[src/rtl/mem_stage_ctrl_if.sv]
// Data-memory request/acknowledge bus between the MEM stage (master) and data memory (slave).
interface mem_stage_ctrl_if;
  logic        req;
  logic        wren;
  logic [31:0] addr;
  logic [31:0] wdata;
  logic        ack;
  logic [31:0] rdata;

  modport master (output req, output wren, output addr, output wdata,
                  input ack, input rdata);
  modport slave  (input req, input wren, input addr, input wdata,
                  output ack, output rdata);
endinterface

[src/rtl/mem_stage_ctrl.sv]
// MEM-stage controller: one outstanding data-memory access at a time, stalls the pipe while it
// is in flight, and registers the MEM/WB payload. Misaligned/timed-out accesses become bubbles.
//
// state   | meaning
// IDLE    | no access in flight; launches an aligned access, flags a misaligned one
// WAIT    | request held on the bus until ack or timeout
// DONE    | access finished; EX/MEM advances and WB takes the result
module mem_stage_ctrl #(
  parameter int TIMEOUT_CYCLES = 16,
  parameter int CNT_W          = 5
) (
  input  logic                    clock,
  input  logic                    reset,
  input  logic                    MEM_RegWrite,
  input  logic                    MEM_MemToReg,
  input  logic                    MEM_MEM_WREN,
  input  logic                    MEM_MEM_RDEN,
  input  logic [31:0]             MEM_ALUResult,
  input  logic [31:0]             MEM_WriteData,
  input  logic [4:0]              MEM_RD,
  mem_stage_ctrl_if.master        dmem,
  output logic                    mem_stall,
  output logic                    mem_err,
  output logic                    WB_RegWrite,
  output logic                    WB_MemToReg,
  output logic [31:0]             WB_ALUResult,
  output logic [31:0]             WB_ReadData,
  output logic [4:0]              WB_RD
);

  typedef enum logic [1:0] {ST_IDLE, ST_WAIT, ST_DONE} state_t;

  localparam logic [CNT_W-1:0] CNT_LAST = CNT_W'(TIMEOUT_CYCLES - 1);

  state_t           state;
  logic [CNT_W-1:0] cnt;
  logic             aborted;
  logic [31:0]      rdata_q;

  logic access;
  logic aligned;
  logic is_load;
  logic stall_req;
  logic bubble;

  assign access    = MEM_MEM_RDEN | MEM_MEM_WREN;
  assign aligned   = (MEM_ALUResult[1:0] == 2'b00);
  // A simultaneous read+write request is treated as a pure store.
  assign is_load   = MEM_MEM_RDEN & ~MEM_MEM_WREN;
  assign stall_req = ((state == ST_IDLE) & access & aligned) | (state == ST_WAIT);
  assign mem_stall = stall_req & ~reset;
  assign bubble    = stall_req
                   | ((state == ST_IDLE) & access & ~aligned)
                   | ((state == ST_DONE) & aborted);

  always_ff @(posedge clock or posedge reset) begin
    if (reset) begin
      state        <= ST_IDLE;
      cnt          <= '0;
      aborted      <= 1'b0;
      rdata_q      <= '0;
      dmem.req     <= 1'b0;
      dmem.wren    <= 1'b0;
      dmem.addr    <= '0;
      dmem.wdata   <= '0;
      mem_err      <= 1'b0;
      WB_RegWrite  <= 1'b0;
      WB_MemToReg  <= 1'b0;
      WB_ALUResult <= '0;
      WB_ReadData  <= '0;
      WB_RD        <= '0;
    end else begin
      mem_err <= 1'b0;
      case (state)
        ST_IDLE: begin
          if (access && aligned) begin
            dmem.req   <= 1'b1;
            dmem.wren  <= MEM_MEM_WREN;
            dmem.addr  <= MEM_ALUResult;
            dmem.wdata <= MEM_WriteData;
            cnt        <= '0;
            aborted    <= 1'b0;
            state      <= ST_WAIT;
          end else if (access) begin
            mem_err <= 1'b1;
          end
        end
        ST_WAIT: begin
          // Ack wins over the timeout when both land in the same cycle.
          if (dmem.ack) begin
            rdata_q  <= dmem.rdata;
            dmem.req <= 1'b0;
            state    <= ST_DONE;
          end else if (cnt == CNT_LAST) begin
            dmem.req <= 1'b0;
            mem_err  <= 1'b1;
            aborted  <= 1'b1;
            state    <= ST_DONE;
          end else begin
            cnt <= cnt + CNT_W'(1);
          end
        end
        ST_DONE: begin
          cnt   <= '0;
          state <= ST_IDLE;
        end
        default: state <= ST_IDLE;
      endcase

      if (bubble) begin
        WB_RegWrite  <= 1'b0;
        WB_MemToReg  <= 1'b0;
        WB_ALUResult <= '0;
        WB_ReadData  <= '0;
        WB_RD        <= '0;
      end else begin
        WB_RegWrite  <= MEM_RegWrite;
        WB_MemToReg  <= MEM_MemToReg;
        WB_ALUResult <= MEM_ALUResult;
        WB_ReadData  <= ((state == ST_DONE) && is_load) ? rdata_q : 32'h0;
        WB_RD        <= MEM_RD;
      end
    end
  end

endmodule
[src/flat_wrapper.sv]
// flat-port wrapper written by rule: the top's interface ports become plain ports
module mem_stage_ctrl_flat 
#(
  parameter int TIMEOUT_CYCLES = 16,
  parameter int CNT_W          = 5
)
  (clock, reset, MEM_RegWrite, MEM_MemToReg, MEM_MEM_WREN, MEM_MEM_RDEN, MEM_ALUResult, MEM_WriteData, MEM_RD, mem_stall, mem_err, WB_RegWrite, WB_MemToReg, WB_ALUResult, WB_ReadData, WB_RD, dmem_req, dmem_wren, dmem_addr, dmem_wdata, dmem_ack, dmem_rdata);
  mem_stage_ctrl_if dmem_i ();
  input  logic clock;
  input  logic reset;
  input  logic MEM_RegWrite;
  input  logic MEM_MemToReg;
  input  logic MEM_MEM_WREN;
  input  logic MEM_MEM_RDEN;
  input  logic [31:0] MEM_ALUResult;
  input  logic [31:0] MEM_WriteData;
  input  logic [4:0] MEM_RD;
  output logic mem_stall;
  output logic mem_err;
  output logic WB_RegWrite;
  output logic WB_MemToReg;
  output logic [31:0] WB_ALUResult;
  output logic [31:0] WB_ReadData;
  output logic [4:0] WB_RD;
  output wire logic [$bits(dmem_i.req)-1:0] dmem_req;
  output wire logic [$bits(dmem_i.wren)-1:0] dmem_wren;
  output wire logic [$bits(dmem_i.addr)-1:0] dmem_addr;
  output wire logic [$bits(dmem_i.wdata)-1:0] dmem_wdata;
  input wire logic [$bits(dmem_i.ack)-1:0] dmem_ack;
  input wire logic [$bits(dmem_i.rdata)-1:0] dmem_rdata;
  assign dmem_req = dmem_i.req;
  assign dmem_wren = dmem_i.wren;
  assign dmem_addr = dmem_i.addr;
  assign dmem_wdata = dmem_i.wdata;
  assign dmem_i.ack = dmem_ack;
  assign dmem_i.rdata = dmem_rdata;
  mem_stage_ctrl #(.TIMEOUT_CYCLES(TIMEOUT_CYCLES), .CNT_W(CNT_W)) u_core (.clock(clock), .reset(reset), .MEM_RegWrite(MEM_RegWrite), .MEM_MemToReg(MEM_MemToReg), .MEM_MEM_WREN(MEM_MEM_WREN), .MEM_MEM_RDEN(MEM_MEM_RDEN), .MEM_ALUResult(MEM_ALUResult), .MEM_WriteData(MEM_WriteData), .MEM_RD(MEM_RD), .dmem(dmem_i), .mem_stall(mem_stall), .mem_err(mem_err), .WB_RegWrite(WB_RegWrite), .WB_MemToReg(WB_MemToReg), .WB_ALUResult(WB_ALUResult), .WB_ReadData(WB_ReadData), .WB_RD(WB_RD));
endmodule
[config.mk]
export PLATFORM = sky130hd
export DESIGN_NAME = mem_stage_ctrl_flat
export DESIGN_NICKNAME = d
export VERILOG_FILES = /design/src/rtl/mem_stage_ctrl_if.sv /design/src/rtl/mem_stage_ctrl.sv /design/src/flat_wrapper.sv
export SDC_FILE = /design/constraint.sdc
export NUM_CORES = 1
export LEC_CHECK = 0
export CAP_MARGIN = 40
export CORE_ASPECT_RATIO = 1.4
export CORE_UTILIZATION = 43
export CTS_CLUSTER_DIAMETER = 80
export DETAILED_ROUTE_END_ITERATION = 12
export PLACE_DENSITY = 0.79
export SYNTH_ARGS = -nofsm -noshare
export SYNTH_HDL_FRONTEND = slang
export SYNTH_SLANG_ARGS = --single-unit
[constraint.sdc]
create_clock -name clock -period 16.2 [get_ports clock]
set_input_delay 4.05 -clock clock [delete_from_list [all_inputs] [get_ports clock]]
set_output_delay 4.05 -clock clock [all_outputs]
set_load 0.01 [all_outputs]
* After elaboration in Yosys (flattened, before gate mapping)
Index checks and enable logic that the tools add are counted.
Word-level totals: register bits 178, input bits 108, output and inout port bits 139, word-level logic and storage cells 75
Cells by class: reduce and logical (&&, ||, !) cells 12, $add $sub $neg 1, eq/ne operators 8, muxes and demuxes 27, bitwise gates (word level) 13
Operator list (count):
- 32-bit 2-to-1 mux | 3
- 5-bit 2-to-1 mux | 4
- 5-bit case mux with 3 select lines | 1
- 1-bit 2-to-1 mux | 12
- 2-bit != test (second input constant) | 4
- 4-bit AND reduction | 2
- 1-bit bitwise AND | 6
- 2-bit 2-to-1 mux | 3
- 1-bit case mux with 2 select lines | 3
- 2-bit AND reduction | 3
- 5-bit by 1-bit adder with 5-bit output (second input constant) | 1
- 5-bit by 4-bit == test with 1-bit output (second input constant) | 1
- 2-bit zero test | 2
- 1-bit bitwise OR | 4
- 2-bit case mux with 2 select lines | 1
- 3-bit != test (second input constant) | 1
- 1-bit inverter | 3
- 3-bit AND reduction | 1
- 3-bit nonzero test | 1
- 2-bit by 1-bit == test with 1-bit output (second input constant) | 1
- 2-bit == test (second input constant) | 1
- 1-bit logical AND | 2
- 2-bit nonzero test | 1

* Logic depth before layout (Yosys ltp)
Gate-level depths: netlist (run 1).
word-level depth 7, mapped depth 8, mapped depth without buffers 7

* Worst setup path before layout (run 1)
No wires, ideal clock.
kind input -> output, start in MEM_ALUResult[1], end out mem_stall, slack 7.126 ns, arrival time 5.024 ns, required time 12.150 ns, stages on the path 5, path buffers 3, cell sequence or3_1 buf_2 buf_6 buf_6 a21oi_1
Between the ends: longest elaborated chain between the ends 4
RTL lines:
- start, declared | line flat_wrapper.sv:15 | input logic [31:0] MEM_ALUResult;
- 2-bit zero test | line mem_stage_ctrl.sv:47 | assign aligned = (MEM_ALUResult[1:0] == 2'b00);
- 1-bit bitwise AND | line mem_stage_ctrl.sv:50 | assign stall_req = ((state == ST_IDLE) & access & aligned) | (state == ST_WAIT);
- 1-bit bitwise OR | line mem_stage_ctrl.sv:50
- 1-bit bitwise AND | line mem_stage_ctrl.sv:51 | assign mem_stall = stall_req & ~reset;
- end, declared | line flat_wrapper.sv:18 | output logic mem_stall;
Every way passes these cells.

* Worst setup path after layout (run 1)
start in MEM_MEM_WREN, end out mem_stall
Between the ends: longest elaborated chain between the ends 5
RTL lines:
- start, declared | line flat_wrapper.sv:13 | input logic MEM_MEM_WREN;
- 1-bit bitwise OR | line mem_stage_ctrl.sv:46 | assign access = MEM_MEM_RDEN | MEM_MEM_WREN;
- 1-bit bitwise AND (2 in a row) | line mem_stage_ctrl.sv:50
- 1-bit bitwise OR | line mem_stage_ctrl.sv:50
- 1-bit bitwise AND | line mem_stage_ctrl.sv:51
Every way passes these cells.

==> metrics.cfg, run 1 <==
[status]
status = complete, no violations

[sta]
rsz0062_at_grt = no
timing.hold.ws_ns = 0.474
period_minus_slack_ns = 10.56
setup_tns_ns = 0
setup_viol = 0
worst_slack_ns = 5.64
tightest_slew_ns = 0.897
clock_skew_ns = 0.0127
fmax_mhz = 94.7
fin_crit_sh_pct = 65.2
hold_viol = 0
slew_headroom_pct = 40.2
finalMaxSlewViolations = 0

[global_route]
grtUsageTotal_pct = 21.4
grt_pass1_wl_um = 24800
grt_pass1_vias = 4511
grt_remaining_overflow = 0
grt_max_degree = 70
antenna_found_initial = 1

[routing]
drc = 0
wl_per_cell_um = 17.8
drt_iter0_drc = 135
antenna_left = 0
dr_total_vias = 4140
drt_wl_total_um = 15400
first_pass_iters = 4
vias_per_cell = 4.80

[cts]
cts_buffer_depth = 2
cts-root-buf = clkbuf_16
cts_setup_buffers = 0
cts_hold_buf = 0
cts_sinks = 178
cts_tree = done
clk_pin_slew_worst_paths_ns = 0.08
htree_levels = 4
cts-buffers-inserted = 17
clkLatencyLatePin_ns = 0.42
cts_resized = 0

[final_layout]
multi_input_area_um2 = 1830
final_area_um2 = 9670
final_core_util_pct = 66.7
fillers = 1047
final_layout_size_suffix_gt1_share_pct = 20.4
fin_nets = 771
ff_latch_area_um2 = 4450
area_growth_pct = 51.4

[floorplanning]
die_x_um = 105
fp.coreArea_um2 = 14500
die_area_um2 = 15400
num_rows = 52
pin_count = 247
initial_core_util_pct = 44.0
die_h_um = 146

[yosys]
synth_cell_types = 30
synth-xor-area-share_pct = 0.411
synth_compound_area_share_pct = 1.61
syn_area_um2 = 6390
synthMuxAreaShare_pct = 17.2
yosysTopAreaCell = dfrtp_1
synthSimpleGateAreaFrac_pct = 8.80
synthTopCellsByArea = dfrtp_1, mux2_2, and2_1
yosys.area_share.adder_pct = 0.588
seq_area_frac_synth_pct = 69.7
yosys_warnings = 0
yosysTopAreaCellShare_pct = 69.7
avgSynthCellArea_um2 = 15.7
synth-seq-cells = 178
synth_cells = 407
syn_nets = 518
synth_top_family_by_area = multiplexers

[worst_setup_path]
crit_type = in -> out
start_kind = input port
setup.worst_path.end_class = primary output
path_max_fanout = 69
critical_path_arrival_ns = 6.51
required_ns = 12.15

[power]
leakage_nw = 4.27
powerDensity_nw_per_um2 = 130
vdd.ir_drop.worst_v = 0.0000696

[place]
dpl_cell_area_um2 = 9100
numPortBuffers = 246
gp_congestion = 0.849
dpl_worst_slack_ns = 5.67
post-dp-hpwl_um = 11200

[job]
maxCapViolCount = 0

[hold_path]
hp-class = reg -> reg

[state kept, by name (all words and copies together), names as in the netlist]
name                 cells
u_core.WB_ALUResult     32
u_core.dmem.req          1
u_core.WB_MemToReg       1
u_core.WB_RegWrite       1
u_core.aborted           1
u_core.WB_ReadData      32
u_core.dmem.wdata       32
u_core.cnt               5
u_core.dmem.wren         1
u_core.WB_RD             5
u_core.state             2
u_core.rdata_q          32
u_core.dmem.addr        32
u_core.mem_err           1
[worst max-delay path: stages]
cell             delay [ns]
clkdlybuf4s50_1        0.58
o21ai_1                0.14
or3_2                  0.44
buf_4                  0.41
a21oi_1                0.29
clkdlybuf4s50_1        0.57
[metrics by stage]
stage / power (mW) / instances
after floorplan: 0.704 / 407
after global placement: 0.862 / 826
after detailed placement: 0.880 / 830
after CTS: 1.27 / 861
after global routing: 1.31 / 862
final: 1.26 / 862
[final cells by class]
class                      instances  share of cell area, %
sequential                       178                   46.1
timing repair buffer             253                   26.6
multi-input combinational        208                   18.9
clock buffer                      17                   4.40
tap                              189                   2.45
clock inverter                    14                   1.49
inverter                           2                  0.129
antenna                            1                 0.0259
[per-layer routing]
metal  part of all wire (%)  vias to the layer above  global-route usage [%]
li1                       -                     1877                       -
met1                     39                     2052                    24.6
met2                     51                      189                    36.7
met3                    8.7                       22                    7.86
met5                      0                        -                       0
met4                    2.1                        0                    7.39
[final timing paths]
check | slack [ns] | endpoint | start | cells past startpoint
min in group asynchronous | 4.05 | u_core.WB_ReadData[19]$_DFF_PP0_ | reset | 2
max in group asynchronous | 11.17 | u_core.cnt[0]$_DFFE_PP0P_ | reset | 4
worst max-delay path | 5.64 | mem_stall | MEM_MEM_WREN | 6
worst min-delay path | 0.47 | u_core.WB_ReadData[15]$_DFF_PP0_ | u_core.rdata_q[15]$_DFFE_PP0P_ | 1
worst min register to register | 0.47 | u_core.WB_ReadData[15]$_DFF_PP0_ | u_core.rdata_q[15]$_DFFE_PP0P_ | 1
worst max register to register | 13.90 | u_core.cnt[1]$_DFFE_PP0P_ | u_core.cnt[0]$_DFFE_PP0P_ | 6
[cells in the final DEF (no fill, tap or decap), drive strengths merged, types with 2 or more instances in the layout]
cell type / synthesis / layout
clkdlybuf4s50: 0 / 246
clkinv: 0 / 8
clkbuf: 9 / 17
nor2: 7 / 7
a22o: 6 / 6
mux2: 96 / 96
inv: 2 / 7
buf: 10 / 7
ha: 3 / 3
dfrtp: 178 / 178
xnor2: 2 / 2
and2: 73 / 73
o21ai: 4 / 4
nand2: 3 / 3
nand2b: 2 / 2
[cell usage after synthesis (all sizes together)]
cell type	count
nand2b	2
and2	73
o41ai	1
dfrtp	178
o31a	1
clkbuf	9
buf	10
o31ai	1
xor2	1
nor2b	1
o21ai	4
nand3b	1
ha	3
a22o	6
inv	2
and3	1
mux2	96
xnor2	2
nand2	3
a21oi	1
nor3	1
and4b	1
nor2	7
or3	1
nand4	1
[kinds of logic (layout without fill, tap and decap cells)]
| group | after synthesis | count (layout) |
|---|---|---|
| compound gates | 14 | 14 |
| xor+xnor | 3 | 3 |
| fa+ha+maj | 3 | 3 |
| buf+inv | 21 | 286 |
| flops | 178 | 178 |
| mux | 96 | 96 |
| other cells | 0 | 1 |
| simple gates | 92 | 92 |
[where the power goes]
| part | switching, mW | total, mW | internal, mW |
|---|---|---|---|
| registers | 0.0434 | 0.575 | 0.532 |
| logic | 0.107 | 0.294 | 0.187 |
| clock network | 0.183 | 0.387 | 0.203 |
(Power assumes the default switching activity.)
==> inputs of run 2 (changes only) <==
CORE_UTILIZATION = 39   (was 43)
PLACE_DENSITY = 0.75   (was 0.79)
clock period = 8.55 ns   (was 16.2 ns; I/O delays follow)
==> run 2 against run 1 <==
Against the previous run: routed wire length down 4.4%; utilization down 6.2 points; clock power up 110%; final cell count up 1.0%; worst setup slack worse by 3.2 ns; critical path type unchanged; highest routed layer unchanged.
==> metrics.cfg, run 2 (synthesis results as in run 1) <==
[hold_path]
hold_path_startpoint = u_core.rdata_q[31]$_DFFE_PP0P_
min_to = u_core.WB_ReadData[31]$_DFF_PP0_
hp-class = reg -> reg
hold_depth = 1  ; unchanged

[worst_setup_path]
r2r-start = u_core.state[0]$_DFFE_PP0P_
critical_path_arrival_ns = 4.01  ; -2.50 ns
max_stage_delay_ns = 0.56  ; -0.02 ns
required_ns = 6.41  ; -5.74 ns
path_max_fanout = 4  ; -94%
start_kind = input port
crit_type = in -> out
critical_path.cell_chain = clkdlybuf4s50_1 -> o21ai_1 -> or3_2 -> a21oi_1 -> clkdlybuf4s50_1
setup.worst_path.end_class = primary output
cp_top_family = buffers and inverters
reg2reg_depth = 5  ; -1
path_buf_inv = 2  ; -1
slowest_stage = clkdlybuf4s50_1
worstReg2RegEnd = u_core.dmem.wdata[6]$_DFFE_PP0P_
rrSetupSlack_ns = 6.27  ; -7.63 ns
crit_top_cell = clkdlybuf4s50_1

[cts]
cts_setup_buffers = 0  ; unchanged
cts-root-buf = clkbuf_16
cts-buffers-inserted = 17  ; unchanged
cts_resized = 0  ; unchanged
cts_buffer_depth = 2  ; unchanged
cts_tree = done
clkLatencyLatePin_ns = 0.42  ; about the same
cts_hold_buf = 0  ; unchanged
cts_sinks = 178  ; unchanged
htree_levels = 4  ; unchanged
clk_pin_slew_worst_paths_ns = 0.07  ; about the same

[routing]
antenna_left = 0  ; unchanged
dr_total_vias = 4131  ; -0.22%
wl_per_cell_um = 16.9  ; -5.4%
vias_per_cell = 4.74  ; -1.2%
drc = 0  ; unchanged
drt_wl_total_um = 14700  ; -4.4%
first_pass_iters = 4  ; unchanged
drt_iter0_drc = 127  ; -5.9%

[final_layout]
multi_input_area_um2 = 1830  ; unchanged
ff_latch_area_um2 = 4450  ; unchanged
antenna_cells = 0  ; -1
final_cell_mix = clkdlybuf4s50_1, dfrtp_1, mux2_2
area_growth_pct = 52.4
final_core_util_pct = 60.4  ; -6.2 points
fillers = 1282  ; +22%
final_layout_size_suffix_gt1_share_pct = 20.4  ; unchanged
final_common_cell = clkdlybuf4s50_1
final_area_um2 = 9730  ; +0.65%
fin_nets = 770  ; -0.13%

[power]
pwr-share-clk_pct = 33.6  ; +2.8 points
p_sw_share_pct = 24.5  ; -2.1 points
powerDensity_nw_per_um2 = 254  ; +95%
seqPwrFrac_pct = 44.0  ; -1.8 points
switchingPower_mw = 0.605  ; +81%
p_int_mw = 1.87  ; +100%
leakage_nw = 4.30  ; +0.71%
p_comb_share_pct = 22.4  ; -1.0 points
vdd.ir_drop.worst_v = 0.000150  ; +120%
finalPower_mw = 2.47  ; +97%

[sta]
timing.hold.ws_ns = 0.474  ; -0.000338 ns
tightest_slew_ns = 0.909  ; +0.0120 ns
clock_skew_ns = 0.00624  ; -0.00647 ns
setup_tns_ns = 0  ; unchanged
rsz0062_at_grt = no
fin_crit_sh_pct = 71.9
slew_headroom_pct = 39.4  ; -0.80 points
setup_viol = 0  ; unchanged
period_minus_slack_ns = 6.15
hold_viol = 0  ; unchanged
finalMaxSlewViolations = 0  ; unchanged
fmax_mhz = 163

[global_route]
grt_remaining_overflow = 0  ; unchanged
grtUsageTotal_pct = 18.4  ; -2.9 points
grt_pass1_wl_um = 23300  ; -6.3%
grt_max_degree = 80  ; +14%
antenna_found_initial = 0  ; -1
grt_pass1_vias = 4566  ; +1.2%

[floorplanning]
num_rows = 55  ; +5.8%
die_area_um2 = 16900  ; +10%
die_x_um = 110  ; +4.9%
initial_core_util_pct = 39.7  ; -4.4 points
fp.coreArea_um2 = 16100  ; +11%
pin_count = 247  ; unchanged
die_h_um = 153  ; +4.9%

[status]
status = complete, no violations

[place]
post-dp-hpwl_um = 10600  ; -5.2%
dpl_cell_area_um2 = 9100  ; about the same
gp_congestion = 0.756  ; -11%
numPortBuffers = 246  ; unchanged

[job]
maxCapViolCount = 0  ; unchanged

-- run 2: changes by cell type in the layout (fill, tap and decap cells not counted), sizes merged --
cell / delta
bufinv: +4
diode: -1
buf: -1
clkinv: -4
clkbuf: +1
-- run 2: area by class of cell --
type                       count  area share (%)
inverter                       2           0.129
timing repair buffer         252            26.3
tap                          199            2.56
clock inverter                14            2.03
multi-input combinational    208            18.8
sequential                   178            45.8
clock buffer                  18            4.51
-- run 2: worst max-delay path by stage --
stage	from	endpoint	slack, ns	cells past startpoint
floorplan	reset	u_core.WB_ALUResult[0]$_DFF_PP0_	1.58	1
global placement	MEM_MEM_WREN	mem_stall	2.45	5
detailed placement	MEM_MEM_WREN	mem_stall	2.43	5
CTS	MEM_MEM_WREN	mem_stall	2.40	5
global route	MEM_MEM_WREN	mem_stall	2.30	5
finish	MEM_MEM_WREN	mem_stall	2.40	5
-- run 2: routing by layer --
metal | wire length (um) | up-vias | track usage (%)
met5 | 0 | - | 0
met4 | 278 | 0 | 6.83
met3 | 1480 | 21 | 7.72
met2 | 7420 | 183 | 31.2
met1 | 5500 | 2061 | 20.4
li1 | - | 1866 | -
-- run 2: per-stage QoR --
| step | instances | setup slack (ns) |
|---|---|---|
| 6_report | 871 | 2.40 |
| 5_1_grt | 871 | 2.30 |
| 4_1_cts | 871 | 2.40 |
| 3_5_place_dp | 839 | 2.43 |
| 3_3_place_gp | 836 | 2.45 |
| 2_1_floorplan | 407 | 1.58 |
-- run 2: power groups by stage --
stage	logic, mW	clock network (mW)	registers [mW]
6_report	0.552	0.831	1.09
3_3_place_gp	0.540	0	1.09
2_1_floorplan	0.195	0	1.14
4_1_cts	0.562	0.855	1.09
3_5_place_dp	0.560	0	1.10
5_1_grt	0.594	0.888	1.11
